File: src/rtl/fifo_controller_pkg.sv
// Shared types and constants for the 8-entry FIFO control stage.
package fifo_controller_pkg;

    localparam int unsigned FIFO_DATA_W = 32;
    localparam int unsigned FIFO_ADDR_W = 3;

    typedef enum logic [2:0] {
        ST_INIT     = 3'd0,
        ST_NO_OP    = 3'd1,
        ST_WRITE    = 3'd2,
        ST_WR_ERROR = 3'd3,
        ST_READ     = 3'd4,
        ST_RD_ERROR = 3'd5
    } state_e;

    typedef struct packed {
        logic wr_ack;
        logic wr_err;
        logic rd_ack;
        logic rd_err;
    } flags_t;

    // Simultaneous requests are deliberately ignored (NO_OP), not treated as an error.
    function automatic state_e next_state(input logic wr, input logic rd,
                                          input logic full, input logic empty);
        state_e ns;
        ns = ST_NO_OP;
        if (wr && !rd)      ns = full  ? ST_WR_ERROR : ST_WRITE;
        else if (rd && !wr) ns = empty ? ST_RD_ERROR : ST_READ;
        return ns;
    endfunction

endpackage

File: src/rtl/fifo_controller_cal.sv
// Next head/tail/count and register-file write enable from the current request and occupancy.
module fifo_controller_cal
    import fifo_controller_pkg::*;
#(
    parameter int unsigned ADDR_WIDTH = FIFO_ADDR_W
) (
    input  logic                  wr_en_i,
    input  logic                  rd_en_i,
    input  logic                  full_i,
    input  logic                  empty_i,
    input  logic [ADDR_WIDTH-1:0] head_i,
    input  logic [ADDR_WIDTH-1:0] tail_i,
    input  logic [ADDR_WIDTH:0]   count_i,
    output logic                  we_o,
    output logic                  rd_acc_o,
    output logic [ADDR_WIDTH-1:0] head_d_o,
    output logic [ADDR_WIDTH-1:0] tail_d_o,
    output logic [ADDR_WIDTH:0]   count_d_o
);

    localparam int unsigned CW = ADDR_WIDTH + 1;

    always_comb begin
        we_o      = wr_en_i & ~rd_en_i & ~full_i;
        rd_acc_o  = rd_en_i & ~wr_en_i & ~empty_i;
        head_d_o  = head_i;
        tail_d_o  = tail_i;
        count_d_o = count_i;
        // Pointers wrap naturally at 2**ADDR_WIDTH; count is bounded by full/empty gating.
        if (we_o) begin
            tail_d_o  = tail_i + ADDR_WIDTH'(1);
            count_d_o = count_i + CW'(1);
        end else if (rd_acc_o) begin
            head_d_o  = head_i + ADDR_WIDTH'(1);
            count_d_o = count_i - CW'(1);
        end
    end

endmodule

File: src/rtl/fifo_controller.sv
// FIFO control and output stage: state register, pointers, occupancy count and registered read data.
module fifo_controller
    import fifo_controller_pkg::*;
#(
    parameter int unsigned DATA_WIDTH = FIFO_DATA_W,
    parameter int unsigned ADDR_WIDTH = FIFO_ADDR_W
) (
    input  logic                  clk,
    input  logic                  reset,
    input  logic                  wr_en,
    input  logic                  rd_en,
    input  logic [DATA_WIDTH-1:0] rd_data,
    output logic                  we,
    output logic [ADDR_WIDTH-1:0] wAddr,
    output logic [ADDR_WIDTH-1:0] rAddr,
    output logic [DATA_WIDTH-1:0] dout,
    output logic                  full,
    output logic                  empty,
    output logic                  wr_ack,
    output logic                  wr_err,
    output logic                  rd_ack,
    output logic                  rd_err,
    output logic [ADDR_WIDTH:0]   data_count
);

    localparam int unsigned CW = ADDR_WIDTH + 1;
    localparam logic [CW-1:0] DEPTH = CW'(2 ** ADDR_WIDTH);

    state_e                state_q, state_d;
    flags_t                flags;
    logic [ADDR_WIDTH-1:0] head_q, head_d, tail_q, tail_d;
    logic [CW-1:0]         count_q, count_d;
    logic [DATA_WIDTH-1:0] dout_q;
    logic                  we_c, rd_acc_c;

    assign full  = (count_q == DEPTH);
    assign empty = (count_q == '0);

    fifo_controller_cal #(.ADDR_WIDTH(ADDR_WIDTH)) u_cal (
        .wr_en_i   (wr_en),
        .rd_en_i   (rd_en),
        .full_i    (full),
        .empty_i   (empty),
        .head_i    (head_q),
        .tail_i    (tail_q),
        .count_i   (count_q),
        .we_o      (we_c),
        .rd_acc_o  (rd_acc_c),
        .head_d_o  (head_d),
        .tail_d_o  (tail_d),
        .count_d_o (count_d)
    );

    always_ff @(posedge clk or posedge reset) begin
        if (reset) state_q <= ST_INIT;
        else       state_q <= state_d;
    end

    always_comb begin
        state_d = next_state(wr_en, rd_en, full, empty);
    end

    // Handshake flags are a pure decode of the registered state.
    always_comb begin
        flags = '0;
        case (state_q)
            ST_WRITE:    flags.wr_ack = 1'b1;
            ST_WR_ERROR: flags.wr_err = 1'b1;
            ST_READ:     flags.rd_ack = 1'b1;
            ST_RD_ERROR: flags.rd_err = 1'b1;
            default:     flags = '0;
        endcase
    end

    always_ff @(posedge clk or posedge reset) begin
        if (reset) begin
            head_q  <= '0;
            tail_q  <= '0;
            count_q <= '0;
            dout_q  <= '0;
        end else begin
            head_q  <= head_d;
            tail_q  <= tail_d;
            count_q <= count_d;
            if (rd_acc_c) dout_q <= rd_data;
        end
    end

    // Reset must kill a pending register-file write without waiting for an edge.
    assign we         = we_c & ~reset;
    assign wAddr      = tail_q;
    assign rAddr      = head_q;
    assign dout       = dout_q;
    assign data_count = count_q;
    assign wr_ack     = flags.wr_ack;
    assign wr_err     = flags.wr_err;
    assign rd_ack     = flags.rd_ack;
    assign rd_err     = flags.rd_err;

endmodule

File: config.mk
export PLATFORM = sky130hd
export DESIGN_NAME = fifo_controller
export DESIGN_NICKNAME = d
export VERILOG_FILES = /design/src/rtl/fifo_controller_pkg.sv /design/src/rtl/fifo_controller_cal.sv /design/src/rtl/fifo_controller.sv
export SDC_FILE = /design/constraint.sdc
export NUM_CORES = 1
export LEC_CHECK = 0
export ABC_AREA = 1
export CAP_MARGIN = 20
export CORE_MARGIN = 2
export CORE_UTILIZATION = 42
export DETAILED_ROUTE_END_ITERATION = 8
export GPL_TIMING_DRIVEN = 0
export PLACE_DENSITY = 0.8
export SLEW_MARGIN = 5
export SYNTH_ARGS = -nofsm -noshare
export SYNTH_HDL_FRONTEND = slang
export SYNTH_SLANG_ARGS = --single-unit
File: constraint.sdc
create_clock -name clk -period 2.35 [get_ports clk]
set_clock_uncertainty 0.1 [all_clocks]
set_input_delay 0.47 -clock clk [delete_from_list [all_inputs] [get_ports clk]]
set_output_delay 0.47 -clock clk [all_outputs]
set_load 0.02 [all_outputs]
Yosys cells after proc, flatten, opt, wreduce, memory -nomap -nowiden
Cells that the tools add are included. Widths: inputs -> output; s select.

Word-level logic and storage cells: 42. Input port bits: 36. Output and inout port bits: 49. Register bits after elaboration: 45.

Equality and inequality tests: 5. Muxes and demuxes: 10. Reductions and logical operators: 7. Add/subtract/negate cells: 4. Bitwise logic cells: 11.

Operators with widths (number): $mux 4 (2); $add 3x1->3 const B (2); $eq 3x2->1 const B (2); $eq 3x3->1 const B (2); $mux 1 (6); $mux 3 (2); $not 1->1 (6); $and 1x1->1 (5); $add 4x1->4 const B (1); $eq 4x4->1 const B (1); $logic_not 4->1 (1); $sub 4x1->4 const B (1); $logic_and 1x1->1 (2); $logic_not 1->1 (2); $reduce_and 2->1 (1); $reduce_bool 2->1 (1).

Logic depth before layout (Yosys ltp)
Gate-level depths: netlist of the first run.

Depth in word-level cells: 5. Depth in mapped cells: 12. Depth with buffers taken out: 12.

By module
A second synthesis of the first run with hierarchy kept.

Cell total of the unflattened synthesis: 159. Area total of the unflattened synthesis: 2053.2 um2.

By module, submodules not included: fifo_controller (times used 1, cells each 107, sequential area each 1126.1 um2, area an instance 1773.0 um2); fifo_controller_cal (times used 1, cells each 52, sequential area each 0.0 um2, area an instance 280.3 um2).

Least setup slack after synthesis of the first run
Ideal clock, no wire load.

Path type: flip-flop to flip-flop. From: reg count_q[0] (netlist: data_count[0]). To: reg count_q[3] (netlist: data_count[3]). Slack: 0.555 ns. Buffers on the path: 0. Stages on the path, launching flop included: 11. Setup time: 0.117 ns. Data arrival time: 1.578 ns. Clock period less this slack: 1.795 ns. Required time: 2.133 ns. Path through: dfrtp_1 -> nor2_2 -> nand2_1 -> nand2_4 -> ha_1 -> nand2_1 -> nand2_1 -> nor2_1 -> nand2_1 -> nand3_1 -> nand2_1.

Word-level cells in the longest chain between the ends: 4. Elaborated cells on any way between the ends: 11. Those cells by class: add/sub (2); eq/ne (1); mux (2); bitwise (4); reduce/logical (2).

Ends and longest elaborated chain: start, declared (line fifo_controller.sv:32) `logic [CW-1:0] count_q, count_d;`; start signal, assigned (line fifo_controller.sv:84) `count_q <= count_d;`; branches (longest 4 deep; another with $sub 4x1->4).

Several ways; the timed one is not identified. The select of a mux whose other input is x is not followed. A chain may end at the register's enable or synchronous reset.

Worst setup path in the final report of the first run
From: reg count_q[0] (netlist: data_count[0]). To: out empty.

Word-level cells in the longest chain between the ends: 1.

Ends and longest elaborated chain: $logic_not 4->1 (line fifo_controller.sv:37) `assign empty = (count_q == '0);`; end, declared (line fifo_controller.sv:18) `output logic empty,`.

No other way between the ends.

==> results.txt, run 1 <==
min-delay src -> wr_en
Die ar. -> 0.00516 mm²
Longest Clk Path Bufs -> 2
Distinct cells, synth -> 18
Post-Synth XOR/XNOR Area -> 2.27%
Post-synth EDFFs -> 0
CP required -> 1780 ps
Synth Area in Simple Gates -> 29.5%
vias in the first global route -> 1583
syn nets -> 258
Synth Register Bits -> 45
sequential share of the synthesized area -> 58.3%
Layout area overhead -> 53.1%
final layout net count -> 351
Leak -> 1.50 nW
Crit. End Element -> output pin
Worst VDD drop -> 0.606 mV
worst setup margin -> 142 ps
Final Hold Viols -> 0
pwr/cell area -> 1150 mW/mm²
reg2reg end -> data_count[3]
htree depth -> 2
R2R cell count -> 10
initial DRC count -> 85
met2 WL post-DR -> 2040 µm
initial antenna violation count -> 0
largest family of logic cells by synthesized area -> simple AND/OR/NAND/NOR gates
top post-synthesis cells by count -> nand2_1 (121), dfrtp_1 (45), inv_1 (11)
slowest stage delay, CP -> 590 ps
Cell Rows -> 24
WL met1 -> 1720 µm
TritonCTS clock tree -> yes
RSZ-0062 raised after global routing -> false
clk sinks -> 45
hold path cells -> 2
Tcrit/Tclk final -> 94.0%
flop2flop setup slack -> 510 ps
Syn Std Cell Area -> 0.00193 mm²
first-pass GRT wire length -> 6980 µm
MaxCap Viol Count -> 0
Max FO, Critical Path -> 6
Reg-to-Reg Start -> data_count[0]
ANT cells -> 0
core area -> 0.00438 mm²
Root Driver -> clkbuf_8
Critical Path Source Type -> flip-flop
height of the die -> 71.8 µm
drt total wl -> 4170 µm
post-synth top area cell -> dfrtp_1
post-synthesis mux area share -> 0%
CP cell instances -> nor2_2 -> nand2_1 -> inv_1 -> clkdlybuf4s50_1
vias per cell -> 4.54
WS Path Type -> reg -> out
crit path DAT -> 1640 ps
Syn Inst Count -> 217
clock slew at reported path FFs -> 80 ps
Final Max Slew Viols -> 0
met3 WL -> 350 µm
Peak Freq -> 453 MHz
Compound-Gate Fraction of Synth Area -> 0.259%
relative slew slack -> 77.9%
post-synthesis adder-cell area fraction -> 3.63%
CP max stage cell -> clkdlybuf4s50_1
Synth Area per Inst -> 8.90 µm²
# IOs -> 85
ranking of synthesized cells by area -> dfrtp_1 (58%), nand2_1 (24%), ha_1 (2.6%)
FFs w/ async S/R, synth -> 100%
clock latency on the worst-skew pair -> 290 ps
predominant post-synthesis flop cell -> dfrtp_1
Initial Utilization -> 44.1%
Die W -> 71.8 µm
GR Overflow Total -> 0
top sig layer -> met4
worst hold slack -> 336 ps
GRT Total Usage -> 17.4%
worst slew pin tran -> 332 ps
top-count cell post-synth -> nand2_1
Final min period -> 2210 ps
Finished Layout Cells -> 362
Post-DRT Antenna Nets -> 0
Hold Path End -> state_q[2]
status -> finished clean
WP buf/inv -> 2
share of the synthesized area in the top cell type -> 58.3%
via count -> 1642
dpl cells -> 354
gpl congestion -> 0.755
Setup violations, final -> 0
synthesis warning total -> 0
PortBufs -> 84
total CTS buffers -> 5
Hold Crit Class -> in -> reg
WL/cell -> 11.5 µm
cts hold-fix bufs -> 0
DR pass1 iterations -> 4
Residual DRC -> 0
Post-DP HPWL -> 3140 µm
share of layout cells above drive strength 1 -> 8.06%
worst slack, placed -> -317 ps
largest net degree at the start of global routing -> 32
CP delay by family, top -> buffers and inverters
Setup TNS -> 0 ps
==> worst register-to-register path: stages (launching register included) <==
cell	delay, ps
dfrtp_1	460
nor2_2	150
nand2_1	140
nand2_4	150
ha_1	300
nand2_1	100
nand2_1	60
nor2_1	90
nand2_1	70
nand3_1	80
nand2_1	50
==> through the flow <==
stage          utilization [%]  area, µm²  total power, W
2_1_floorplan                -       1930         0.00218
4_1_cts                   67.2       2950         0.00346
6_report                  67.5       2960         0.00341
5_1_grt                   67.5       2960         0.00367
3_5_place_dp              65.2       2860         0.00298
3_3_place_gp              64.7       2840         0.00293
==> cell usage in the layout, fill, tap and decap left out, drive strengths merged <==
master,instances
nand2,124
fa,1
nor3,4
xnor2,4
ha,4
inv,13
clkdlybuf4s50,81
nand3,5
nor2,8
xor2,1
clkdlybuf4s15,1
o21ai,1
buf,9
clkbuf,7
dfrtp,45
dlymetal6s2s,2
==> cells by family (layout without fill, tap and decap cells) <==
logic type | after synthesis | in the layout
adder cells (fa/ha/maj) | 5 | 5
XOR/XNOR | 5 | 5
AO/OA/AOI/OAI | 1 | 1
AND/OR/NAND/NOR | 141 | 141
flip-flops | 45 | 45
buffers and inverters | 20 | 113
==> worst max path at each step <==
stage	startpoint	to	slack, ps	cells after the start
6_report	data_count[0]	empty	140	4
5_1_grt	data_count[0]	empty	40	4
4_1_cts	wr_en	we	30	6
3_5_place_dp	wr_en	we	-320	6
3_3_place_gp	wr_en	we	-260	6
2_1_floorplan	data_count[0]	data_count[3]	550	10
==> final cells by class <==
type,count,area (µm²)
plain buffers,7,67.6
clock buffers,7,86.3
fillers,377,1430
inverters,13,48.8
multi-input cells,152,689
flip-flops and latches,45,1130
well taps,52,65.1
repair buffers,86,875
==> layer usage <==
metal,up-vias,global-route usage (%)
met5,-,0
met4,0,5.66
met2,52,28.6
met1,751,21.6
li1,833,-
met3,6,5.77
==> registers in the layout, indices dropped and copies added, names as in the netlist <==
| signal | cells |
|---|---|
| data_count | 4 |
| wAddr | 3 |
| state_q | 3 |
| rAddr | 3 |
| dout | 32 |
==> power by group <==
part / internal [W] / leakage, nW / switching (W)
logic: 0.000817 / 0.905 / 0.000871
registers: 0.00106 / 0.555 / 0.000196
clock network: 0.000233 / 0.0443 / 0.000235
total: 0.00211 / 1.50 / 0.00130
==> timing repair <==
item | CTS | global route
gates resized for setup | 3 | 2
pin swaps | 0 | 1
buffers inserted | 0 | 1
setup endpoints to repair | 1 | 2
Power figures use the tool's default switching activity.
==> run 2: changes to the inputs <==
Settings changed: CORE_MARGIN 2 to unset, CORE_UTILIZATION 42 to 45, DONT_BUFFER_PORTS set to 1, GPL_ROUTABILITY_DRIVEN set to 1, PLACE_DENSITY 0.8 to unset.
==> run 2 against run 1 <==
  * Global-route usage decreased by 1.3 points
  * First-iteration DRC count shrank 18%
  * Via count decreased by 19%
  * Final cell count is 23% lower
==> results.txt, run 2 (synthesis gave the netlist of run 1 again) <==
status -> finished clean
Comb pwr share -> 22.9% (-27 points)
drt total wl -> 3560 µm (-15%)
clock slew at reported path FFs -> 80 ps (about the same)
total CTS buffers -> 5 (unchanged)
Die ar. -> 0.00456 mm² (-12%)
clk sinks -> 45 (unchanged)
commonest non-fill, non-tap cell in the layout -> nand2_1
Final Hold Viols -> 0 (unchanged)
Longest Clk Path Bufs -> 2 (unchanged)
Post-DRT Antenna Nets -> 0 (unchanged)
max FFs per register -> 32 (unchanged)
Final Max Slew Viols -> 0 (unchanged)
fillcell total -> 392 (+4.0%)
worst hold slack -> 135 ps (-201 ps)
most frequent cells in the layout -> nand2_1 (121), dfrtp_1 (45), inv_1 (10), clkbuf_8 (6)
ANT cells -> 0 (unchanged)
gpl congestion -> 0.702 (-7.1%)
met3 WL -> 309 µm (-12%)
WL/cell -> 12.8 µm (+12%)
MaxCap Viol Count -> 0 (unchanged)
worst setup margin -> 194 ps (+52.3 ps)
Tcrit/Tclk final -> 91.8% (-2.2 points)
Max FO, Critical Path -> 8 (+2)
Crit. End Element -> output pin
clock share of power -> 20.4% (+6.7 points)
Post-DP HPWL -> 2580 µm (-18%)
Final min period -> 2160 ps (-52.3 ps)
DR pass1 iterations -> 4 (unchanged)
vias in the first global route -> 1188 (-25%)
flop2flop setup slack -> 380 ps (-130 ps)
WL met1 -> 1620 µm (-6.0%)
relative slew slack -> 57.6% (-20 points)
PortBufs -> 0 (-100%)
first-pass GRT wire length -> 5260 µm (-25%)
Layout area overhead -> 10.8%
via count -> 1331 (-19%)
sw frac -> 42.3% (+4.1 points)
CTS resizes -> 0 (-3)
Setup violations, final -> 0 (unchanged)
core area -> 0.00406 mm² (-7.4%)
Critical Path Source Type -> flip-flop
WS Path Type -> reg -> out
share of layout cells above drive strength 1 -> 10.6% (+2.5 points)
GRT Total Usage -> 16.1% (-1.3 points)
vias per cell -> 4.81 (+5.9%)
Leak -> 1.17 nW (-22%)
pwr/cell area -> 1360 mW/mm² (+18%)
Residual DRC -> 0 (unchanged)
htree depth -> 2 (unchanged)
height of the die -> 67.5 µm (-6.0%)
Sequential Power Share -> 56.8% (+20 points)
Die W -> 67.5 µm (-6.0%)
dpl cells -> 268 (-24%)
Cell Rows -> 23 (-4.2%)
crit path DAT -> 1590 ps (-50 ps)
worst slew pin tran -> 632 ps (+300 ps)
Hold Crit Class -> in -> reg
clock latency on the worst-skew pair -> 290 ps (about the same)
TritonCTS clock tree -> yes
Int Pwr -> 0.00168 W (-20%)
Initial Utilization -> 47.6% (+3.5 points)
worst slack, placed -> 384 ps (+701 ps)
Root Driver -> clkbuf_8
initial antenna violation count -> 0 (unchanged)
Setup TNS -> 0 ps (unchanged)
Finished Layout Cells -> 277 (-23%)
# IOs -> 85 (unchanged)
met2 WL post-DR -> 1580 µm (-23%)
largest net degree at the start of global routing -> 30 (-6.3%)
top sig layer -> met4
final layout net count -> 267 (-24%)
GR Overflow Total -> 0 (unchanged)
Peak Freq -> 464 MHz (+2.4%)
Final Util -> 52.8% (-15 points)
# Post-CTS Setup Buffers -> 0 (unchanged)
Worst VDD drop -> 0.616 mV (+1.7%)
sw power -> 0.00123 W (-5.2%)
initial DRC count -> 70 (-18%)
CP required -> 1780 ps (about the same)
RSZ-0062 raised after global routing -> false
-- run 2: cell types whose count changed in the layout (fill, tap and decap cells not counted), sizes merged --
| cell | previous run | this run |
|---|---|---|
| buf | 9 | 8 |
| bufinv | 0 | 1 |
| clkdlybuf4s50 | 81 | 0 |
| clkdlybuf4s15 | 1 | 0 |
| dlymetal6s2s | 2 | 0 |
| dlygate4sd3 | 0 | 1 |
-- run 2: power by group through the flow --
| stage | Sequential, W | Clock [W] | Combinational (W) |
|---|---|---|---|
| after global routing | 0.00170 | 0.000635 | 0.000797 |
| after detailed placement | 0.00167 | 0 | 0.000683 |
| after global placement | 0.00167 | 0 | 0.000652 |
| final | 0.00165 | 0.000594 | 0.000666 |
| after floorplan | 0.00160 | 0 | 0.000573 |
| after CTS | 0.00166 | 0.000612 | 0.000684 |
-- run 2: stage by stage --
stage	cell area, µm²	power [W]
global route	2140	0.00313
finish	2140	0.00292
floorplan	1930	0.00218
detailed placement	2010	0.00236
CTS	2140	0.00296
global placement	1990	0.00233
-- run 2: worst paths after layout --
kind | startpoint | to | cells after the start
min reg2reg | dout[23] | dout[23] | 2
max in group asynchronous | reset | dout[3] | 3
max reg2reg | data_count[0] | data_count[3] | 10
min in group asynchronous | reset | rAddr[0] | 2
min | wr_en | state_q[2] | 1
max | data_count[0] | we | 4
-- run 2: final cells by class --
class / count / area [µm²] / share of cell area, %
Multi-Input combinational cell: 152 / 689 / 32.2
Timing Repair Buffer: 2 / 30.0 / 1.40
Buffer: 7 / 67.6 / 3.16
Tap cell: 50 / 62.6 / 2.92
Sequential cell: 45 / 1130 / 52.6
Inverter: 13 / 48.8 / 2.28
Clock buffer: 7 / 86.3 / 4.03
Clock inverter: 1 / 30.0 / 1.40
-- run 2: metal layers --
metal | vias up | GRT usage [%]
met1 | 604 | 20.5
met3 | 6 | 6.42
met4 | 0 | 6.38
met2 | 56 | 24.1
met5 | - | 0
li1 | 665 | -
-- run 2: timing repair --
item,4_1_cts,5_1_grt
hold buffers,1,0
endpoints found under the hold margin,16,0
setup endpoints to repair,0,0
-- run 2: worst max-delay path, cell delays in order, from the launching register on --
cell and delay (ps):
dfrtp_1 590, nor2_2 90, nand2_1 180, nand2_4 120, nor2_1 320
==> run 3: changes to the inputs <==
Settings changed: ABC_CLOCK_PERIOD_IN_PS set to 2350, RECOVER_POWER set to 100.
==> run 3 against run 2 <==
  * Die area did not move
  * Via count down 0.53%
  * Clock-buffer cell count stayed put
  * Critical endpoint unchanged
  * First-iteration DRC count decreased by 20%
  * Maximum frequency fell by 1.4%
  * Worst setup slack got worse by 31 ps
  * Final cell count unchanged
  * Routed wire length is 0.31% higher
  * Highest routed layer unchanged
  * Non-clock buffer count unchanged
  * Critical path depth did not move
  * Sequential share of layout area is 1.4 points higher
  * Sequential cell count is the same
==> results.txt, run 3 (synthesis gave the netlist of run 1 again) <==
Worst VDD drop -> 0.612 mV (-0.74%)
WL/cell -> 12.9 µm (+0.31%)
PortBufs -> 0 (unchanged)
worst slew pin tran -> 693 ps (+61.2 ps)
total CTS buffers -> 5 (unchanged)
sw power -> 0.00123 W (-0.63%)
largest net degree at the start of global routing -> 30 (unchanged)
share of layout cells above drive strength 1 -> 7.49% (-3.1 points)
Final Max Slew Viols -> 0 (unchanged)
TritonCTS clock tree -> yes
first-pass GRT wire length -> 5260 µm (unchanged)
drt total wl -> 3570 µm (+0.31%)
Cell Rows -> 23 (unchanged)
GRT Total Usage -> 16.1% (unchanged)
Int Pwr -> 0.00166 W (-1.2%)
clock share of power -> 20.6% (+0.2 points)
initial DRC count -> 56 (-20%)
Finished Layout Cells -> 277 (unchanged)
sw frac -> 42.5% (+0.15 points)
Tcrit/Tclk final -> 93.1% (+1.3 points)
worst setup margin -> 163 ps (-30.5 ps)
clock latency on the worst-skew pair -> 290 ps (about the same)
Critical Path Source Type -> flip-flop
Final Power -> 0.00289 W (-0.98%)
GR Overflow Total -> 0 (unchanged)
Residual DRC -> 0 (unchanged)
CTS resizes -> 0 (unchanged)
Max FO, Critical Path -> 8 (unchanged)
Leak -> 1.16 nW (-1.3%)
crit path DAT -> 1620 ps (+30 ps)
via count -> 1324 (-0.53%)
Post-DRT Antenna Nets -> 0 (unchanged)
Setup violations, final -> 0 (unchanged)
relative slew slack -> 53.8% (-3.8 points)
Final Hold Viols -> 0 (unchanged)
fillcell total -> 400 (+2.0%)
gpl congestion -> 0.702 (unchanged)
core area -> 0.00406 mm² (unchanged)
initial antenna violation count -> 0 (unchanged)
most frequent cells in the layout -> nand2_1 (123), dfrtp_1 (45), inv_1 (12), nor2_1 (7), clkbuf_8 (6)
htree depth -> 2 (unchanged)
# IOs -> 85 (unchanged)
Setup TNS -> 0 ps (unchanged)
WS Path Type -> reg -> out
vias per cell -> 4.78 (-0.53%)
Die ar. -> 0.00456 mm² (unchanged)
max FFs per register -> 32 (unchanged)
Sequential Power Share -> 57.2% (+0.4 points)
Root Driver -> clkbuf_8
dpl cells -> 268 (unchanged)
Initial Utilization -> 47.6% (unchanged)
final layout net count -> 267 (unchanged)
worst slack, placed -> 384 ps (unchanged)
height of the die -> 67.5 µm (unchanged)
Comb pwr share -> 22.2% (-0.7 points)
Final min period -> 2190 ps (+30.5 ps)
vias in the first global route -> 1188 (unchanged)
status -> finished clean
RSZ-0062 raised after global routing -> false
ANT cells -> 0 (unchanged)
CP required -> 1780 ps (about the same)
DR pass1 iterations -> 4 (unchanged)
pwr/cell area -> 1380 mW/mm² (+1.7%)
Hold Crit Class -> in -> reg
commonest non-fill, non-tap cell in the layout -> nand2_1
Final Util -> 51.4% (-1.4 points)
Peak Freq -> 457 MHz (-1.4%)
# Post-CTS Setup Buffers -> 0 (unchanged)
MaxCap Viol Count -> 0 (unchanged)
Layout area overhead -> 7.90%
Post-DP HPWL -> 2580 µm (unchanged)
Crit. End Element -> output pin
clock slew at reported path FFs -> 80 ps (about the same)
clk sinks -> 45 (unchanged)
Die W -> 67.5 µm (unchanged)
Longest Clk Path Bufs -> 2 (unchanged)
[run 3: cell types whose count changed in the layout (fill, tap and decap cells not counted), moves of 2 or more]
cell / previous run / this run
buf_6: 4 / 0
nand2_1: 121 / 123
clkbuf_2: 0 / 4
nor2_1: 5 / 7
nand2_2: 2 / 0
inv_1: 10 / 12
inv_2: 3 / 1
[run 3: power groups by stage]
| stage | Clock, W | Sequential, W | Combinational, W |
|---|---|---|---|
| 2_1_floorplan | 0 | 0.00160 | 0.000573 |
| 3_3_place_gp | 0 | 0.00167 | 0.000652 |
| 3_5_place_dp | 0 | 0.00167 | 0.000683 |
| 4_1_cts | 0.000612 | 0.00166 | 0.000684 |
| 5_1_grt | 0.000635 | 0.00170 | 0.000771 |
| 6_report | 0.000594 | 0.00165 | 0.000641 |
[run 3: path summary, 6_finish.rpt]
check                                   start             to  slack (ps)  cells past startpoint
min in group asynchronous               reset       rAddr[0]         600                      2
max in group asynchronous               reset        dout[3]         450                      3
worst min-delay path                    wr_en     state_q[2]         130                      1
worst min register to register       wAddr[2]       wAddr[2]         520                      1
worst max register to register  data_count[0]  data_count[3]         330                     10
worst max-delay path            data_count[0]             we         160                      4
[run 3: metal layers]
metal  routed length (µm)  up-vias  share of wire (%)  global-route usage (%)
met4                   54        0                1.5                    6.38
met3                  321        6                9.0                    6.42
li1                     -      667                  -                       -
met1                 1620      593                 45                    20.5
met5                    0        -                  0                       0
met2                 1570       58                 44                    24.1
[run 3: timing repair]
item,4_1_cts,5_1_grt
setup endpoints to repair,0,0
hold endpoints to repair,16,0
hold buffers,1,0
[run 3: through the flow]
stage / hold slack, ps / cell area, µm²
floorplan: 435 / 1930
global placement: 437 / 1990
detailed placement: 265 / 2010
CTS: 122 / 2140
global route: 111 / 2080
finish: 132 / 2080
[run 3: final cells by class]
cell class / count / area [µm²] / area share (%)
flip-flops and latches: 45 / 1130 / 54.0
inverters: 13 / 48.8 / 2.34
clock inverters: 1 / 30.0 / 1.44
repair buffers: 2 / 15.0 / 0.720
clock buffers: 7 / 86.3 / 4.14
multi-input cells: 152 / 674 / 32.4
well taps: 50 / 62.6 / 3.00
plain buffers: 7 / 41.3 / 1.98
[run 3: worst max-delay path, cell delays in order, from the launching register on]
cell	delay, ps
dfrtp_1	580
nor2_1	120
nand2_1	180
nand2_4	120
nor2_1	320
